`config.mk`:
```
export PLATFORM = sky130hd
export DESIGN_NAME = snr_meas_ctrl
export DESIGN_NICKNAME = d
export VERILOG_FILES = /design/src/rtl/snr_meas_pkg.sv /design/src/rtl/snr_meas_fsm.sv /design/src/rtl/snr_meas_ctrl.sv
export SDC_FILE = /design/constraint.sdc
export NUM_CORES = 1
export LEC_CHECK = 0
export ABC_CLOCK_PERIOD_IN_PS = 5500
export BUFFER_PORTS_ARGS = -buffer_cell sky130_fd_sc_hd__buf_2
export CAP_MARGIN = 20
export CORE_UTILIZATION = 30
export CTS_CLUSTER_DIAMETER = 200
export CTS_CLUSTER_SIZE = 10
export DETAILED_ROUTE_END_ITERATION = 6
export RECOVER_POWER = 100
export SYNTH_ARGS = -nofsm -noshare
export SYNTH_HDL_FRONTEND = slang
export SYNTH_SLANG_ARGS = --single-unit
```
`constraint.sdc`:
```
create_clock -name PCLK -period 5.5 [get_ports PCLK]
set_input_delay 0.55 -clock PCLK [delete_from_list [all_inputs] [get_ports PCLK]]
set_output_delay 0.55 -clock PCLK [all_outputs]
set_load 0.005 [all_outputs]
```
`src/rtl/snr_meas_pkg.sv`:
```
// snr_meas_pkg: shared constants for the SNR measurement controller --
// register word offsets, CTRL/STATUS bit positions, FSM state codes,
// ID register prefix and register reset values.
package snr_meas_pkg;

   // Word offsets on PADDR[11:2] (byte offset >> 2)
   localparam logic [9:0] OFF_CTRL   = 10'd0;
   localparam logic [9:0] OFF_WINDOW = 10'd1;
   localparam logic [9:0] OFF_THRESH = 10'd2;
   localparam logic [9:0] OFF_STATUS = 10'd3;
   localparam logic [9:0] OFF_RESULT = 10'd4;
   localparam logic [9:0] OFF_COUNT  = 10'd5;
   localparam logic [9:0] OFF_PEAK   = 10'd6;
   localparam logic [9:0] OFF_ID     = 10'd7;

   // CTRL bit positions
   localparam int CTRL_START  = 3;
   localparam int CTRL_IRQ_EN = 2;
   localparam int CTRL_CONT   = 1;
   localparam int CTRL_EN     = 0;

   // STATUS bit positions (BUSY is live, the rest are sticky)
   localparam int ST_BUSY = 4;
   localparam int ST_OVR  = 3;
   localparam int ST_TMO  = 2;
   localparam int ST_LOW  = 1;
   localparam int ST_DONE = 0;

   // Measurement sequencer states
   typedef logic [1:0] fsm_state_t;
   localparam fsm_state_t S_IDLE = 2'd0;
   localparam fsm_state_t S_ARM  = 2'd1;
   localparam fsm_state_t S_WAIT = 2'd2;
   localparam fsm_state_t S_GAP  = 2'd3;

   localparam logic [27:0] ID_PREFIX  = 28'h5C0_0001;
   localparam logic [15:0] WINDOW_RST = 16'd1;

   // A zero-length window is meaningless to the estimator; clamp it to one sample
   function automatic logic [15:0] window_sanitize(input logic [15:0] w);
      return (w == 16'd0) ? 16'd1 : w;
   endfunction

endpackage

```
`src/rtl/snr_meas_fsm.sv`:
```
// snr_meas_fsm: measurement sequencer. Issues one-cycle est_start pulses,
// watches for est_done with a timeout, spaces continuous-mode measurements
// by GAP_CYC idle cycles and reports done/timeout/overrun events to the top.
module snr_meas_fsm
   import snr_meas_pkg::*;
#(
   parameter int TIMEOUT_CYC = 65535,
   parameter int GAP_CYC     = 16
) (
   input  logic        PCLK,
   input  logic        PRESETn,
   input  logic        start_req,   // START written together with EN=1
   input  logic        en,          // EN including a CTRL write in flight
   input  logic        cont,
   input  logic [15:0] window,
   input  logic        est_done,
   output fsm_state_t  state,
   output logic        est_start,
   output logic [15:0] est_len,
   output logic        done_evt,
   output logic        tmo_evt,
   output logic        ovr_evt
);

   localparam logic [31:0] TMO_LAST = 32'(TIMEOUT_CYC - 1);
   localparam logic [31:0] GAP_LAST = 32'(GAP_CYC - 1);

   fsm_state_t  state_reg, state_next;
   logic [31:0] tmo_cnt_reg, tmo_cnt_next;
   logic [31:0] gap_cnt_reg, gap_cnt_next;
   logic [15:0] est_len_reg;
   logic        wait_expired;

   assign wait_expired = (tmo_cnt_reg == TMO_LAST);
   assign done_evt     = (state_reg == S_WAIT) & est_done;
   assign tmo_evt      = (state_reg == S_WAIT) & ~est_done & wait_expired;
   assign ovr_evt      = (state_reg != S_WAIT) & est_done;
   assign est_start    = (state_reg == S_ARM);
   assign est_len      = est_len_reg;
   assign state        = state_reg;

   // Next-state and counter logic; dropping EN aborts from any busy state
   always_comb begin
      state_next   = state_reg;
      tmo_cnt_next = tmo_cnt_reg;
      gap_cnt_next = gap_cnt_reg;
      case (state_reg)
         S_IDLE: if (start_req) state_next = S_ARM;
         S_ARM: begin
            tmo_cnt_next = '0;
            state_next   = S_WAIT;
         end
         S_WAIT: begin
            if (est_done) begin
               if (!cont)             state_next = S_IDLE;
               else if (GAP_CYC == 0) state_next = S_ARM;
               else begin
                  state_next   = S_GAP;
                  gap_cnt_next = '0;
               end
            end else if (wait_expired) begin
               state_next = S_IDLE;
            end else begin
               tmo_cnt_next = tmo_cnt_reg + 32'd1;
            end
         end
         S_GAP: begin
            if (gap_cnt_reg == GAP_LAST) state_next = cont ? S_ARM : S_IDLE;
            else                          gap_cnt_next = gap_cnt_reg + 32'd1;
         end
         default: state_next = S_IDLE;
      endcase
      if ((state_reg != S_IDLE) && !en) state_next = S_IDLE;
   end

   // State and counter registers; est_len is captured only when entering ARM
   always_ff @(posedge PCLK or negedge PRESETn) begin
      if (!PRESETn) begin
         state_reg   <= S_IDLE;
         tmo_cnt_reg <= '0;
         gap_cnt_reg <= '0;
         est_len_reg <= WINDOW_RST;
      end else begin
         state_reg   <= state_next;
         tmo_cnt_reg <= tmo_cnt_next;
         gap_cnt_reg <= gap_cnt_next;
         if (state_next == S_ARM) est_len_reg <= window;
      end
   end

endmodule

```
`src/rtl/snr_meas_ctrl.sv`:
```
// snr_meas_ctrl: APB3 register file, sticky status and interrupt for the
// SNR estimator sequencer (snr_meas_fsm).
// Optional build macro SNR_PEAK_EN adds the PEAK register at 0x18; without
// it 0x18 reads 0 and writes are ignored.
module snr_meas_ctrl
   import snr_meas_pkg::*;
#(
   parameter int TIMEOUT_CYC = 65535,
   parameter int GAP_CYC     = 16
) (
   input  logic        PCLK,
   input  logic        PRESETn,
   input  logic        PSEL,
   input  logic        PENABLE,
   input  logic        PWRITE,
   input  logic [11:2] PADDR,
   input  logic [31:0] PWDATA,
   input  logic [3:0]  ECOREVNUM,
   output logic [31:0] PRDATA,
   output logic        PREADY,
   output logic        PSLVERR,
   output logic        est_start,
   output logic [15:0] est_len,
   input  logic        est_done,
   input  logic [16:0] est_snr,
   output logic        irq
);

   logic [2:0]  ctrl_reg;      // {IRQ_EN, CONT, EN}
   logic [15:0] window_reg;
   logic [16:0] thresh_reg;
   logic [3:0]  status_reg, status_next;   // {OVR, TMO, LOW, DONE}
   logic [16:0] result_reg;
   logic [15:0] count_reg;
   logic [31:0] prdata_reg, rdata_mux;
   logic [31:0] peak_rd;
   logic [3:0]  hw_set, w1c_mask;
   logic        wr_access, rd_setup, addr_valid, wr_en;
   logic        wr_ctrl, wr_window, wr_thresh, wr_status;
   logic        en_eff, start_req, busy;
   logic        done_evt, tmo_evt, ovr_evt;
   fsm_state_t  state;
   logic        unused_pwdata;

   assign wr_access  = PSEL & PENABLE & PWRITE;
   assign rd_setup   = PSEL & ~PENABLE & ~PWRITE;
   assign addr_valid = (PADDR <= OFF_ID);
   assign wr_en      = wr_access & addr_valid;
   assign wr_ctrl    = wr_en & (PADDR == OFF_CTRL);
   assign wr_window  = wr_en & (PADDR == OFF_WINDOW);
   assign wr_thresh  = wr_en & (PADDR == OFF_THRESH);
   assign wr_status  = wr_en & (PADDR == OFF_STATUS);

   assign PREADY  = 1'b1;
   assign PSLVERR = PSEL & PENABLE & ~addr_valid;
   assign PRDATA  = prdata_reg;
   assign unused_pwdata = &{1'b0, PWDATA[31:17]};

   // A CTRL write clearing EN must stop the sequencer at that same edge
   assign en_eff    = wr_ctrl ? PWDATA[CTRL_EN] : ctrl_reg[CTRL_EN];
   assign start_req = wr_ctrl & PWDATA[CTRL_START] & PWDATA[CTRL_EN];
   assign busy      = (state != S_IDLE);

   snr_meas_fsm #(
      .TIMEOUT_CYC (TIMEOUT_CYC),
      .GAP_CYC     (GAP_CYC)
   ) u_fsm (
      .PCLK      (PCLK),
      .PRESETn   (PRESETn),
      .start_req (start_req),
      .en        (en_eff),
      .cont      (ctrl_reg[CTRL_CONT]),
      .window    (window_reg),
      .est_done  (est_done),
      .state     (state),
      .est_start (est_start),
      .est_len   (est_len),
      .done_evt  (done_evt),
      .tmo_evt   (tmo_evt),
      .ovr_evt   (ovr_evt)
   );

   // Sticky status: W1C clears first, hardware sets override in the same cycle
   always_comb begin
      hw_set      = {ovr_evt, tmo_evt, done_evt & (est_snr < thresh_reg), done_evt};
      w1c_mask    = wr_status ? PWDATA[3:0] : 4'd0;
      status_next = (status_reg & ~w1c_mask) | hw_set;
   end

   assign irq = ctrl_reg[CTRL_IRQ_EN] &
                (status_reg[ST_DONE] | status_reg[ST_LOW] | status_reg[ST_TMO]);

   // Programmable registers, status, latched result and completion count
   always_ff @(posedge PCLK or negedge PRESETn) begin
      if (!PRESETn) begin
         ctrl_reg   <= '0;
         window_reg <= WINDOW_RST;
         thresh_reg <= '0;
         status_reg <= '0;
         result_reg <= '0;
         count_reg  <= '0;
      end else begin
         status_reg <= status_next;
         if (wr_ctrl)   ctrl_reg   <= PWDATA[2:0];
         if (wr_window) window_reg <= window_sanitize(PWDATA[15:0]);
         if (wr_thresh) thresh_reg <= PWDATA[16:0];
         if (done_evt) begin
            result_reg <= est_snr;
            count_reg  <= count_reg + 16'd1;
         end
      end
   end

`ifdef SNR_PEAK_EN
   logic [16:0] peak_reg;
   logic        wr_peak;

   assign wr_peak = wr_en & (PADDR == OFF_PEAK);
   assign peak_rd = {15'd0, peak_reg};

   // Running maximum of accepted results; any write to PEAK restarts it
   always_ff @(posedge PCLK or negedge PRESETn) begin
      if (!PRESETn)                             peak_reg <= '0;
      else if (wr_peak)                         peak_reg <= '0;
      else if (done_evt && est_snr > peak_reg) peak_reg <= est_snr;
   end
`else
   assign peak_rd = '0;
`endif

   // Read mux; unmapped offsets return zero
   always_comb begin
      rdata_mux = '0;
      case (PADDR)
         OFF_CTRL:   rdata_mux = {29'd0, ctrl_reg};
         OFF_WINDOW: rdata_mux = {16'd0, window_reg};
         OFF_THRESH: rdata_mux = {15'd0, thresh_reg};
         OFF_STATUS: rdata_mux = {27'd0, busy, status_reg};
         OFF_RESULT: rdata_mux = {15'd0, result_reg};
         OFF_COUNT:  rdata_mux = {16'd0, count_reg};
         OFF_PEAK:   rdata_mux = peak_rd;
         OFF_ID:     rdata_mux = {ID_PREFIX, ECOREVNUM};
         default:    rdata_mux = '0;
      endcase
   end

   // Read data is captured in the setup phase and held until the next read
   always_ff @(posedge PCLK or negedge PRESETn) begin
      if (!PRESETn)      prdata_reg <= '0;
      else if (rd_setup) prdata_reg <= rdata_mux;
   end

endmodule

```
== Word-level counts from Yosys, hierarchy flattened ==
Index checks and enable logic that the tools add are counted.

* Register bits: 187
* Input bits: 69
* Output and inout bits: 52
* Word-level logic and storage cells: 90

* $add $sub $neg: 3
* $lt $le $gt $ge: 2
* Equal/unequal tests: 18
* Muxes and demuxes: 19
* Bitwise logic cells: 27
* Reductions and logical operators: 10

{| class="wikitable"
|+ Operators by type and width
! cell !! number
|-
| case mux 31 bit (7 select lines) || 1
|-
| two-way mux 32 bit || 5
|-
| case mux 32 bit (2 select lines) || 2
|-
| adder 32 x 1 -> 32 bit, second input constant || 2
|-
| equality test 32 x 16 -> 1 bit, second input constant || 1
|-
| equality test 32 x 4 -> 1 bit, second input constant || 1
|-
| equality test 10 x 3 -> 1 bit, second input constant || 3
|-
| equality test 10 x 2 -> 1 bit, second input constant || 2
|-
| bitwise AND 1 bit || 18
|-
| less-than comparator 17 bit || 1
|-
| adder 16 x 1 -> 16 bit, second input constant || 1
|-
| logical NOT 16 bit || 1
|-
| two-way mux 16 bit || 1
|-
| two-way mux 2 bit || 6
|-
| != test 2 bit, second input constant || 6
|-
| equality test 10 x 1 -> 1 bit, second input constant || 1
|-
| less-or-equal comparator 10 x 3 -> 1 bit, second input constant || 1
|-
| logical NOT 10 bit || 1
|-
| case mux 2 bit (4 select lines) || 1
|-
| nonzero test 2 bit || 3
|-
| bitwise AND 4 bit || 1
|-
| equality test 2 x 1 -> 1 bit, second input constant || 2
|-
| equality test 2 bit, second input constant || 2
|-
| two-way mux 4 bit || 1
|-
| other kinds (10) || 15
|}

== Longest topological paths before layout ==
Gate-level depths: netlist of run 1.

* Depth in word-level cells: 10
* Depth in mapped cells: 9

== Cells and area by module ==
From an unflattened synthesis of run 1, not the netlist that was laid out.

* Cells, all modules: 889
* Area total of the unflattened synthesis: 9,415.3 um^2

{| class="wikitable"
|+ Modules (own cells, without submodules)
! module !! times used !! cells each !! area an instance (um^2) !! sequential area each (um^2)
|-
| snr_meas_ctrl || 1 || 429 || 4,834.6 || 2,278.4
|-
| snr_meas_fsm || 1 || 460 || 4,580.6 || 2,053.2
|}

== Worst setup path after synthesis of run 1 ==
No wires, ideal clock.

* Kind: input to register
* From: input port PADDR[8] (netlist name)
* To: register u_fsm.est_len_reg[11] (netlist: u_fsm.est_len[11])
* Library setup time: 125 ps
* Arrival: 2,467 ps
* Required time: 5,375 ps
* Path slack: 2,908 ps
* Stages on the path: 8
* Buffers on the path: 2
* Cells stage by stage: nor4_4 -> and4_1 -> buf_4 -> mux2_4 -> o31a_1 -> a211oi_4 -> buf_8 -> mux2_4

* Word-level cells in the longest chain between the ends: 9
* Elaborated cells on any way between the ends: 13
* Those cells by class: order compare (1); eq/ne (1); mux (4); bitwise (4); reduce/logical (3)

{| class="wikitable"
|+ RTL lines
! element !! RTL line !! RTL
|-
| start, declared || snr_meas_ctrl.sv:16 || <nowiki>input logic [11:2] PADDR,</nowiki>
|-
| less-or-equal comparator 10 x 3 -> 1 bit || snr_meas_ctrl.sv:47 || <nowiki>assign addr_valid = (PADDR <= OFF_ID);</nowiki>
|-
| bitwise AND 1 bit || snr_meas_ctrl.sv:48 || <nowiki>assign wr_en = wr_access & addr_valid;</nowiki>
|-
| bitwise AND 1 bit (*) || snr_meas_ctrl.sv:49 || <nowiki>assign wr_ctrl = wr_en & (PADDR == OFF_CTRL);</nowiki>
|-
| bitwise AND 1 bit (2 in a row) || snr_meas_ctrl.sv:61 || <nowiki>assign start_req = wr_ctrl & PWDATA[CTRL_START] & PWDATA[CTRL_EN];</nowiki>
|-
| two-way mux 2 bit || snr_meas_fsm.sv:48 || <nowiki>S_IDLE: if (start_req) state_next = S_ARM;</nowiki>
|-
| case mux 2 bit (4 select lines) || snr_meas_fsm.sv:47 || <nowiki>case (state_reg)</nowiki>
|-
| two-way mux 2 bit (*) || snr_meas_fsm.sv:73 || <nowiki>if ((state_reg != S_IDLE) && !en) state_next = S_IDLE;</nowiki>
|-
| net u_fsm.state_next[1] || snr_meas_fsm.sv:28 || <nowiki>fsm_state_t state_reg, state_next;</nowiki>
|-
| equality test 2 x 1 -> 1 bit (*) || snr_meas_fsm.sv:87 || <nowiki>if (state_next == S_ARM) est_len_reg <= window;</nowiki>
|-
| end signal, assigned || snr_meas_fsm.sv:87 ||
|-
| end, declared || snr_meas_fsm.sv:31 || <nowiki>logic [15:0] est_len_reg;</nowiki>
|}

The timed path passes the listed nets; every way through them passes the cells marked *.
A chain may end at the register's enable or synchronous reset.

== Final worst setup path of run 1 ==
* From: input port PADDR[8] (netlist name)
* To: register thresh_reg[0]

* Word-level cells in the longest chain between the ends: 3
* Elaborated cells on any way between the ends: 4
* Those cells by class: order compare (1); eq/ne (1); bitwise (2)

{| class="wikitable"
|+ RTL lines
! element !! RTL line !! RTL
|-
| less-or-equal comparator 10 x 3 -> 1 bit || snr_meas_ctrl.sv:47 ||
|-
| bitwise AND 1 bit || snr_meas_ctrl.sv:48 ||
|-
| bitwise AND 1 bit (*) || snr_meas_ctrl.sv:51 || <nowiki>assign wr_thresh = wr_en & (PADDR == OFF_THRESH);</nowiki>
|-
| end signal, assigned || snr_meas_ctrl.sv:106 || <nowiki>if (wr_thresh) thresh_reg <= PWDATA[16:0];</nowiki>
|-
| end, declared || snr_meas_ctrl.sv:31 || <nowiki>logic [16:0] thresh_reg;</nowiki>
|}

Mark *: on every way between the ends. The rest lies on a longest branch, timed or not.

==> metrics.txt, run 1 <==
CP required 5.81 ns; fin nets 1082; violated checks max-capacitance violations, max-slew violations; Tmin final 4.26 ns; mux cell area share after synthesis 0.0708; starting DRC count in detailed routing 380; top layer in use met4; Clock Latency Late Sink 0.43 ns; sequential share of the synthesized area 0.483; Max VDD drop 0.000163 V; gr ovfl total 0; CTS root buf clkbuf_16; Ports 121; Synth Flop Type dfrtp_1; initial antenna violation count 0; area of the multi-input gates 4180 um^2; CTS buffer count 17; DR WL met3 884 um; top cells by area, synth dfrtp_1, nand2_1, nor2_1; TNS Setup 0 ns; Cell Pwr Density 260 nW/um^2; DR WL met2 10600 um; critical path's slowest cell clkbuf_1; Layout area overhead 13.8%; share of the cycle needed by the critical path after routing 0.774; Synth Area in Adders 0.0279; final setup fails 0; CP bufs+invs 3; worst slew pin tran 3.08 ns; vias in the first global route 6710; die width 175 um; drt wl/cell 16.6 um; Worst Setup Path Type in2reg; met1 wire length 11300 um; top cells by count, synth dfrtp_1, nand2_1, nor2_1; Synth top area share 0.477; Avg Inst Size Synth 9.84 um^2; Peak Freq 235 MHz; Bufs on Longest Clock Path 2; Lkg Pwr 4.63 nW; RSZ-0062 raised after global routing false; Critical Path Source Type primary input; hold bufs inserted after CTS 0; starting density of the core 0.308; Worst Path Max Fanout 33; Critical Path Max Stage Delay 0.95 ns; EDFF count, synth 0; clock-pin transition on the worst setup and hold timing paths 0.06 ns; Distinct cells, synth 75; max cap viols 2; core area 29100 um^2; detailed placement HPWL 16600 um; row count 62; chip height 175 um; largest net degree at the start of global routing 60; Compound-Gate Fraction of Synth Area 0.115; simple-gate portion of the synthesized area 0.209; Rel. slew slack -1.05; skew final 0.0120 ns; CP delay by family, top simple AND/OR/NAND/NOR gates; r2r setup slk 1.44 ns; Worst Hold Class in2reg; mapped cell area 8970 um^2; drt drc 0; main combinational cell family by area after synthesis simple AND/OR/NAND/NOR gates; first-pass GRT wire length 36700 um; crit end category register; # resized after CTS 0; WP data arrival 4.57 ns; total wire length 23100 um; count leader, synth dfrtp_1; H-tree Lvls 4; total of fill cells in the finished design 2969; critical path cell sequence buf_2 -> nor4_1 -> nand2_1 -> nor4b_1 -> clkbuf_1 -> and2_0 -> clkbuf_1 -> mux2_2; Async SR Flop Fraction 1.00; most frequent CP cell clkbuf_1; Clock Sinks 173; via count 6970; Cells after DPL 1357; final slew viol count 92; TritonRoute pass-1 iters 5; FF+latch area 4330 um^2; outcome complete, but fails checks; final std cells w/o fill 1391; post-CTS setup buffer count 0; Post-Synth XOR/XNOR Area 0.0459; TritonCTS clock tree done; Synth Register Bits 173; die area 30600 um^2; Final Hold Violating Endpoints 0; leading area contributor after synthesis dfrtp_1; Final Wtd Congestion 0.845; Vias/cell 5.01; Cells after Synth 912; antenna-violating nets left 0; Syn. warnings 0; IO Port Bufs 93; Overall Global Routing Usage 0.154; layout cells sized above 1 0.159
==> where the power goes <==
group	switching [mW]	internal [mW]	leakage, nW
combinational	0.0834	0.0404	2.15
clock	0.535	0.691	0.291
sequential	0.0148	1.29	2.19
total	0.633	2.02	4.63
==> cell type report <==
type / count / share of cell area
sequential: 173 / 0.424
clock buffer: 18 / 0.0430
tap: 384 / 0.0470
clock inverter: 14 / 0.0153
antenna: 1 / 0.000245
timing repair buffer: 104 / 0.0491
multi-input combinational: 663 / 0.409
inverter: 34 / 0.0125
==> layout by cell type, fill, tap and decap left out, drive strengths merged, types with 8 or more instances in the layout <==
cell type and instances:
nor2 76, o211ai 8, and4 8, o31ai 8
nor4 19, nand3 27, nand2 144, or4 11
xnor2 17, ha 20, clkbuf 46, conb 12
a221oi 13, or3 15, buf 76, xor2 30
o21ai 56, inv 39, mux2i 20, and3 12
mux2 35, dfrtp 171, a21oi 36, nand4 27
==> cells by family after synthesis <==
family / after synthesis
muxes: 55
other: 2
adders and majority gates: 20
buffers and inverters: 86
and+or+nand+nor: 369
AOI/OAI and AO/OA: 160
DFF: 173
xor gates and xnor gates: 47
==> final timing paths <==
check                                                          to  depth (start not counted)                        from
max in group asynchronous       u_fsm.tmo_cnt_reg[13]$_DFFE_PN0P_                          2                     PRESETn
worst max register to register      u_fsm.est_len[15]$_DFFE_PN0N_                          8    u_fsm.state[0]$_DFF_PN0_
worst min-delay path                    result_reg[0]$_DFFE_PN0P_                          3                  est_snr[0]
worst max-delay path                    thresh_reg[0]$_DFFE_PN0P_                          8                    PADDR[8]
worst min register to register         result_reg[13]$_DFFE_PN0P_                          2  result_reg[13]$_DFFE_PN0P_
min in group asynchronous           u_fsm.est_len[11]$_DFFE_PN0N_                          1                     PRESETn
==> worst register-to-register path: stages (launching register included) <==
cell	delay (ns)
dfrtp_1	0.43
nand2b_1	0.22
or2_1	0.23
clkbuf_1	0.49
nor2_4	0.79
nor2_1	0.25
a211oi_1	0.93
buf_8	0.27
mux2_2	0.36
==> metrics by stage <==
step | util | hold WS, ns | worst slack, ns | power, mW | instance area, um^2
after floorplan | - | 0.254 | 2.91 | 1.38 | 9010
after global placement | 0.335 | 0.459 | 1.85 | 1.45 | 9740
after detailed placement | 0.335 | 0.462 | 1.78 | 1.45 | 9740
after CTS | 0.355 | 0.0821 | 1.84 | 2.68 | 10300
after global routing | 0.351 | 0.334 | 0.989 | 2.74 | 10200
final | 0.351 | 0.333 | 1.24 | 2.65 | 10200
==> per-layer routing <==
layer  up-vias  GRT usage
met5         -          0
met3        25     0.0274
met2       146      0.241
li1       3377          -
met4         0     0.0482
met1      3422      0.216
Note: power is estimated with default switching activity, not from simulation.
==> inputs of run 2 (changes only) <==
--- a/config.mk
+++ b/config.mk
@@ -5,7 +5,7 @@
 export SDC_FILE = /design/constraint.sdc
 export NUM_CORES = 1
 export LEC_CHECK = 0
-export ABC_CLOCK_PERIOD_IN_PS = 5500
+export ABC_CLOCK_PERIOD_IN_PS = 4200
 export BUFFER_PORTS_ARGS = -buffer_cell sky130_fd_sc_hd__buf_2
 export CAP_MARGIN = 20
 export CORE_UTILIZATION = 30
==> constraint.sdc (replaced) <==
create_clock -name PCLK -period 4.2 [get_ports PCLK]
set_input_delay 0.42 -clock PCLK [delete_from_list [all_inputs] [get_ports PCLK]]
set_output_delay 0.42 -clock PCLK [all_outputs]
set_load 0.005 [all_outputs]
==> metrics.txt, run 2 (synthesized netlist as in run 1, its figures left out) <==
outcome complete, but fails checks; violated checks negative hold slack, max-capacitance violations, max-slew violations; Peak Freq 300 MHz; fin nets 1084 (+0.18%); Critical Path Max Stage Delay 0.78 ns (-0.17 ns); critical path cell sequence buf_2 -> nor4_1 -> nand2_1 -> nor4b_1 -> clkbuf_1 -> and2_1 -> buf_4 -> mux2_2; area of the multi-input gates 4160 um^2 (-0.39%); most frequent cells in the layout dfrtp_1, nand2_1, nor2_1; total of fill cells in the finished design 2963 (-0.20%); starting density of the core 0.308 (unchanged); Final Wtd Congestion 0.832 (-1.6%); FF+latch area 4330 um^2 (unchanged); most common cell after layout, fill and taps aside dfrtp_1; starting DRC count in detailed routing 424 (+12%); met2 Use GR 0.234 (-0.00678); clock-pin transition on the worst setup and hold timing paths 0.07 ns (about the same); IO Port Bufs 93 (unchanged); layout cells sized above 1 0.160 (+0.000676); CTS buffer count 17 (unchanged); CTS root buf clkbuf_16; Critical Path Source Type primary input; final slew viol count 145 (+58%); Worst Setup Path Type in2reg; CP delay by family, top simple AND/OR/NAND/NOR gates; met1 Resource Use GR 0.222 (+0.00607); Layout area overhead 13.9% (about the same); Ports 121 (unchanged); Final Hold Violating Endpoints 13 (+13); CP required 4.53 ns (-1.28 ns); WP data arrival 3.67 ns (-0.90 ns); Clock Sinks 173 (unchanged); sequential power share 0.488 (-0.003); # resized after CTS 0 (unchanged); Rel. slew slack -0.717 (+0.335); first-pass GRT wire length 37300 um (+1.6%); reg2reg path depth 8 (unchanged); Most Crowded Layer GR met2; drt wl/cell 16.6 um (-0.18%); Bufs on Longest Clock Path 2 (unchanged); P_sw 0.848 mW (+34%); Vias/cell 5.02 (+0.13%); total power draw 3.49 mW (+32%); Cells after DPL 1358 (+0.074%); Comb pwr share 0.046 (about the same); grt met3 use 0.0311 (+0.00370); initial antenna violation count 1 (+1); TNS Setup 0 ns (unchanged); hold_ws -0.0397 ns (-0.373 ns); r2r endpoint u_fsm.est_len[6]$_DFFE_PN0N_; max cap viols 3 (+1); chip height 175 um (unchanged); skew final 0.00972 ns (-0.00231 ns); final setup fails 0 (unchanged); RR Startpoint u_fsm.state[0]$_DFF_PN0_; H-tree Lvls 4 (unchanged); TritonCTS clock tree done; detailed placement HPWL 16500 um (-0.60%); Lkg Pwr 4.65 nW (+0.32%); Cell Pwr Density 342 nW/um^2 (+32%); Worst Hold Class in2async; Tmin final 3.33 ns; largest net degree at the start of global routing 104 (+73%); drt drc 0 (unchanged); Worst Path Max Fanout 33 (unchanged); antenna-violating nets left 0 (unchanged); share of the cycle needed by the critical path after routing 0.794; total wire length 23100 um (about the same); vias in the first global route 6706 (-0.060%); final std cells w/o fill 1393 (+0.14%); Max VDD drop 0.000264 V (+62%); worst slew pin tran 2.58 ns (-0.503 ns); via count 6989 (+0.27%); core area 29100 um^2 (unchanged); post-CTS setup buffer count 0 (unchanged); crit end category register; Overall Global Routing Usage 0.157 (+0.00319); Clock Latency Late Sink 0.44 ns (about the same); gr ovfl total 0 (unchanged); CP bufs+invs 3 (unchanged); Clock Power Share 0.466 (+0.004); r2r setup slk 0.93 ns (-0.51 ns); TritonRoute pass-1 iters 5 (unchanged); die width 175 um (unchanged); die area 30600 um^2 (unchanged); RSZ-0062 raised after global routing false; internal power 2.64 mW (+31%); sw frac 0.243 (+0.00434); row count 62 (unchanged); critical path's slowest cell nor4_1; hold bufs inserted after CTS 0 (unchanged)
-- run 2: layout make-up --
type / count / share of cell area
clock inverters: 14 / 0.0156
clock buffers: 18 / 0.0430
repair buffers: 106 / 0.0507
inverters: 34 / 0.0125
diodes: 1 / 0.000245
multi-input cells: 663 / 0.407
well taps: 384 / 0.0470
flip-flops and latches: 173 / 0.424
-- run 2: worst max path at each step --
stage | start | to | slack (ns) | cells after the start
CTS | u_fsm.state[0]$_DFF_PN0_ | u_fsm.est_len[6]$_DFFE_PN0N_ | 1.25 | 8
floorplan | PADDR[8] | u_fsm.est_len[11]$_DFFE_PN0N_ | 1.74 | 8
detailed placement | u_fsm.state[0]$_DFF_PN0_ | u_fsm.est_len[6]$_DFFE_PN0N_ | 1.26 | 8
global placement | u_fsm.state[0]$_DFF_PN0_ | u_fsm.est_len[15]$_DFFE_PN0N_ | 1.31 | 8
global route | PADDR[2] | window_reg[11]$_DFFE_PN0P_ | 0.64 | 7
finish | PADDR[8] | thresh_reg[0]$_DFFE_PN0P_ | 0.87 | 8
-- run 2: layer usage --
| layer | wire [um] | vias up |
|---|---|---|
| met5 | 0 | - |
| met4 | 523 | 0 |
| met3 | 988 | 30 |
| met2 | 10400 | 153 |
| met1 | 11200 | 3420 |
| li1 | - | 3386 |
-- run 2: power by group through the flow --
stage / registers (mW) / logic, mW / clock network (mW)
4_1_cts: 1.71 / 0.168 / 1.65
2_1_floorplan: 1.73 / 0.0764 / 0
5_1_grt: 1.71 / 0.182 / 1.74
3_5_place_dp: 1.74 / 0.167 / 0
6_report: 1.71 / 0.160 / 1.63
3_3_place_gp: 1.74 / 0.165 / 0
-- run 2: per-stage QoR --
| stage | utilization | setup WS [ns] | area (um^2) |
|---|---|---|---|
| after detailed placement | 0.335 | 1.26 | 9760 |
| after global placement | 0.335 | 1.31 | 9760 |
| after global routing | 0.351 | 0.637 | 10200 |
| after CTS | 0.356 | 1.25 | 10400 |
| final | 0.351 | 0.866 | 10200 |
| after floorplan | - | 1.74 | 9010 |
==> inputs of run 3 (changes only) <==
--- a/config.mk
+++ b/config.mk
@@ -5,7 +5,8 @@
 export SDC_FILE = /design/constraint.sdc
 export NUM_CORES = 1
 export LEC_CHECK = 0
-export ABC_CLOCK_PERIOD_IN_PS = 4200
+export ABC_AREA = 1
+export ABC_CLOCK_PERIOD_IN_PS = 2790
 export BUFFER_PORTS_ARGS = -buffer_cell sky130_fd_sc_hd__buf_2
 export CAP_MARGIN = 20
 export CORE_UTILIZATION = 30
==> constraint.sdc (replaced) <==
create_clock -name PCLK -period 2.79 [get_ports PCLK]
set_input_delay 0.279 -clock PCLK [delete_from_list [all_inputs] [get_ports PCLK]]
set_output_delay 0.279 -clock PCLK [all_outputs]
set_load 0.005 [all_outputs]
==> metrics.txt, run 3 <==
outcome complete, no violations; starting density of the core 0.307 (-0.00153); CP Capture Point u_fsm.tmo_cnt_reg[29]$_DFFE_PN0P_; Worst Setup Path Type reg2reg; Worst Hold Class in2reg; critical path's slowest cell dfrtp_1; largest net degree at the start of global routing 62 (-40%); RR Startpoint u_fsm.tmo_cnt_reg[8]$_DFFE_PN0P_; Vias/cell 4.79 (-4.4%); total wire length 26100 um (+13%); Synth top area share 0.440 (-0.0373); clock-pin transition on the worst setup and hold timing paths 0.07 ns (about the same); fin util 0.349 (-0.00235); Bufs on Longest Clock Path 2 (unchanged); Cell Pwr Density 469 nW/um^2 (+37%); starting DRC count in detailed routing 611 (+44%); Critical Path Start u_fsm.tmo_cnt_reg[8]$_DFFE_PN0P_; Overall Global Routing Usage 0.162 (+0.00518); Ports 121 (unchanged); Tmin final 2.52 ns; Worst Path Max Fanout 23 (-30%); Design Area, Final 11100 um^2 (+8.3%); H-tree Lvls 4 (unchanged); core area 31700 um^2 (+9.0%); most frequent CP cell nand2_1; top cells by area, synth dfrtp_1, nand2_1, o21ai_0; crit end category register; die width 182 um (+4.1%); detailed placement HPWL 19900 um (+20%); Peak Freq 396 MHz; critical path cell sequence nand2_1 -> nor2_1 -> nand2_1 -> nor2_1 -> nand2_1 -> nand2_1 -> nand2_2 -> clkbuf_2 -> nand4_1 -> o21ai_0; via count 8554 (+22%); post-CTS setup buffer count 0 (unchanged); Syn. warnings 0 (unchanged); CP required 3.10 ns (-1.43 ns); chip height 182 um (+4.1%); worst slew pin tran 1.34 ns (-1.24 ns); CP Depth 10 (+2); skew final 0.0131 ns (+0.00342 ns); Max VDD drop 0.000429 V (+62%); gr ovfl total 0 (unchanged); layout cells sized above 1 0.114 (-0.0454); mapped cell area 9740 um^2 (+8.5%); initial antenna violation count 0 (-1); Cells after Synth 1277 (+40%); drt wl/cell 14.6 um (-12%); Synth Register Bits 173 (unchanged); total of fill cells in the finished design 3404 (+15%); share of the cycle needed by the critical path after routing 0.905; CTS buffer count 17 (unchanged); Avg Inst Size Synth 7.62 um^2 (-23%); r2r setup slk 0.27 ns (-0.66 ns); most frequent cells in the layout nand2_1, dfrtp_1, inv_1; Async SR Flop Fraction 1.00 (unchanged); Final Wtd Congestion 0.923 (+11%); row count 65 (+4.8%); drt drc 0 (unchanged); TNS Setup 0 ns (unchanged); die area 33200 um^2 (+8.4%); final slew viol count 0 (-100%); r2r endpoint u_fsm.tmo_cnt_reg[29]$_DFFE_PN0P_; count leader, synth nand2_1; Rel. slew slack 0.109 (+0.826); CTS root buf clkbuf_16; TritonCTS clock tree done; vias in the first global route 8240 (+23%); sequential share of the synthesized area 0.445 (-0.0378); Final Hold Violating Endpoints 0 (-13); number of diodes 0 (-1); WP data arrival 2.83 ns (-0.84 ns); Critical Path Source Type register; leading area contributor after synthesis dfrtp_1; CP bufs+invs 1 (-2); max cap viols 0 (-3); IO Port Bufs 93 (unchanged); Layout area overhead 13.7%; EDFF count, synth 0 (unchanged); Clock Sinks 173 (unchanged); final setup fails 0 (unchanged); TritonRoute pass-1 iters 6 (+1); Distinct cells, synth 45 (-40%); antenna-violating nets left 0 (unchanged); # resized after CTS 0 (unchanged); most common cell after layout, fill and taps aside nand2_1; reg2reg path depth 10 (+2); CP delay by family, top simple AND/OR/NAND/NOR gates; top cells by count, synth nand2_1, dfrtp_1, inv_1; fin nets 1458 (+35%); Synth Flop Type dfrtp_1; hold path depth 2; Critical Path Max Stage Delay 0.45 ns (-0.33 ns); RSZ-0062 raised after global routing false; Clock Latency Late Sink 0.45 ns (about the same); placed cell areas 10600 um^2 (+8.8%); Lkg Pwr 5.32 nW (+14%); first-pass GRT wire length 42900 um (+15%)
[run 3: cell count changes after synthesis, moves of 17 or more]
cell     change
nand2_1    +176
inv_1      +114
o21ai_0     +77
nor2_1      +52
nand3_1     +47
nor3_1      +39
mux2_2      -23
o22ai_1     +23
mux2i_1     -20
nand2_2     +18
xnor2_1     -17
[run 3: report_power, final]
| part | total [mW] | switching (mW) | internal [mW] | leakage [nW] |
|---|---|---|---|---|
| sequential | 2.53 | 0.00695 | 2.53 | 2.20 |
| clock | 2.45 | 1.17 | 1.28 | 0.294 |
| combinational | 0.209 | 0.149 | 0.0605 | 2.83 |
| total | 5.19 | 1.32 | 3.87 | 5.32 |
[run 3: repair_timing]
item | 4_1_cts | 5_1_grt
endpoints found under the setup margin | 0 | 0
hold buffers | 1 | 0
hold endpoints to repair | 43 | 0
[run 3: routing by layer]
layer	vias up	part of all wire	GRT usage
met5	-	0	0
met4	0	0.011	0.0383
met3	21	0.046	0.0325
met2	202	0.46	0.260
met1	4014	0.48	0.225
li1	4317	-	-
[run 3: how the worst min path moves through the flow]
stage | startpoint | to | slack [ns]
6_report | PWDATA[16] | thresh_reg[16]$_DFFE_PN0P_ | 0.07
5_1_grt | PWDATA[16] | thresh_reg[16]$_DFFE_PN0P_ | 0.06
4_1_cts | PWDATA[16] | thresh_reg[16]$_DFFE_PN0P_ | 0.06
3_5_place_dp | PRESETn | u_fsm.gap_cnt_reg[22]$_DFFE_PN0P_ | 0.28
3_3_place_gp | PRESETn | u_fsm.gap_cnt_reg[23]$_DFFE_PN0P_ | 0.28
2_1_floorplan | PRESETn | PRDATA[0]$_DFFE_PN0P_ | -0.02
[run 3: cell families (layout without fill, tap and decap cells)]
logic type | after synthesis | in the layout | share of synthesized area
AOI/OAI and AO/OA | 200 | 200 | 0.110
xor gates and xnor gates | 37 | 37 | 0.0333
adders and majority gates | 20 | 20 | 0.0257
buffers and inverters | 197 | 292 | 0.0852
DFF | 173 | 173 | 0.445
muxes | 1 | 1 | 0.00116
other | 2 | 12 | 0.000771
and+or+nand+nor | 647 | 647 | 0.299
[run 3: metrics by stage]
stage / power, mW / hold WS, ns / setup WS, ns / cells
after global placement: 2.80 / 0.275 / 0.400 / 1751
after global routing: 5.38 / 0.0589 / 0.0763 / 1784
final: 5.19 / 0.0657 / 0.266 / 1784
after floorplan: 2.67 / -0.0166 / 0.910 / 1287
after detailed placement: 2.80 / 0.281 / 0.338 / 1751
after CTS: 5.25 / 0.0582 / 0.315 / 1784
[run 3: worst register-to-register path: stages (launching register included)]
cell	delay [ns]
dfrtp_1	0.45
nand2_1	0.12
nor2_1	0.19
nand2_1	0.13
nor2_1	0.14
nand2_1	0.11
nand2_1	0.24
nand2_2	0.35
clkbuf_2	0.39
nand4_1	0.18
o21ai_0	0.10
[run 3: cell type report]
| class | count | area [um^2] | area share |
|---|---|---|---|
| Multi-Input combinational cell | 917 | 4520 | 0.408 |
| Tap cell | 402 | 503 | 0.0454 |
| Sequential cell | 173 | 4330 | 0.391 |
| Clock inverter | 15 | 180 | 0.0163 |
| Timing Repair Buffer | 107 | 534 | 0.0483 |
| Inverter | 153 | 574 | 0.0519 |
| Clock buffer | 17 | 425 | 0.0384 |
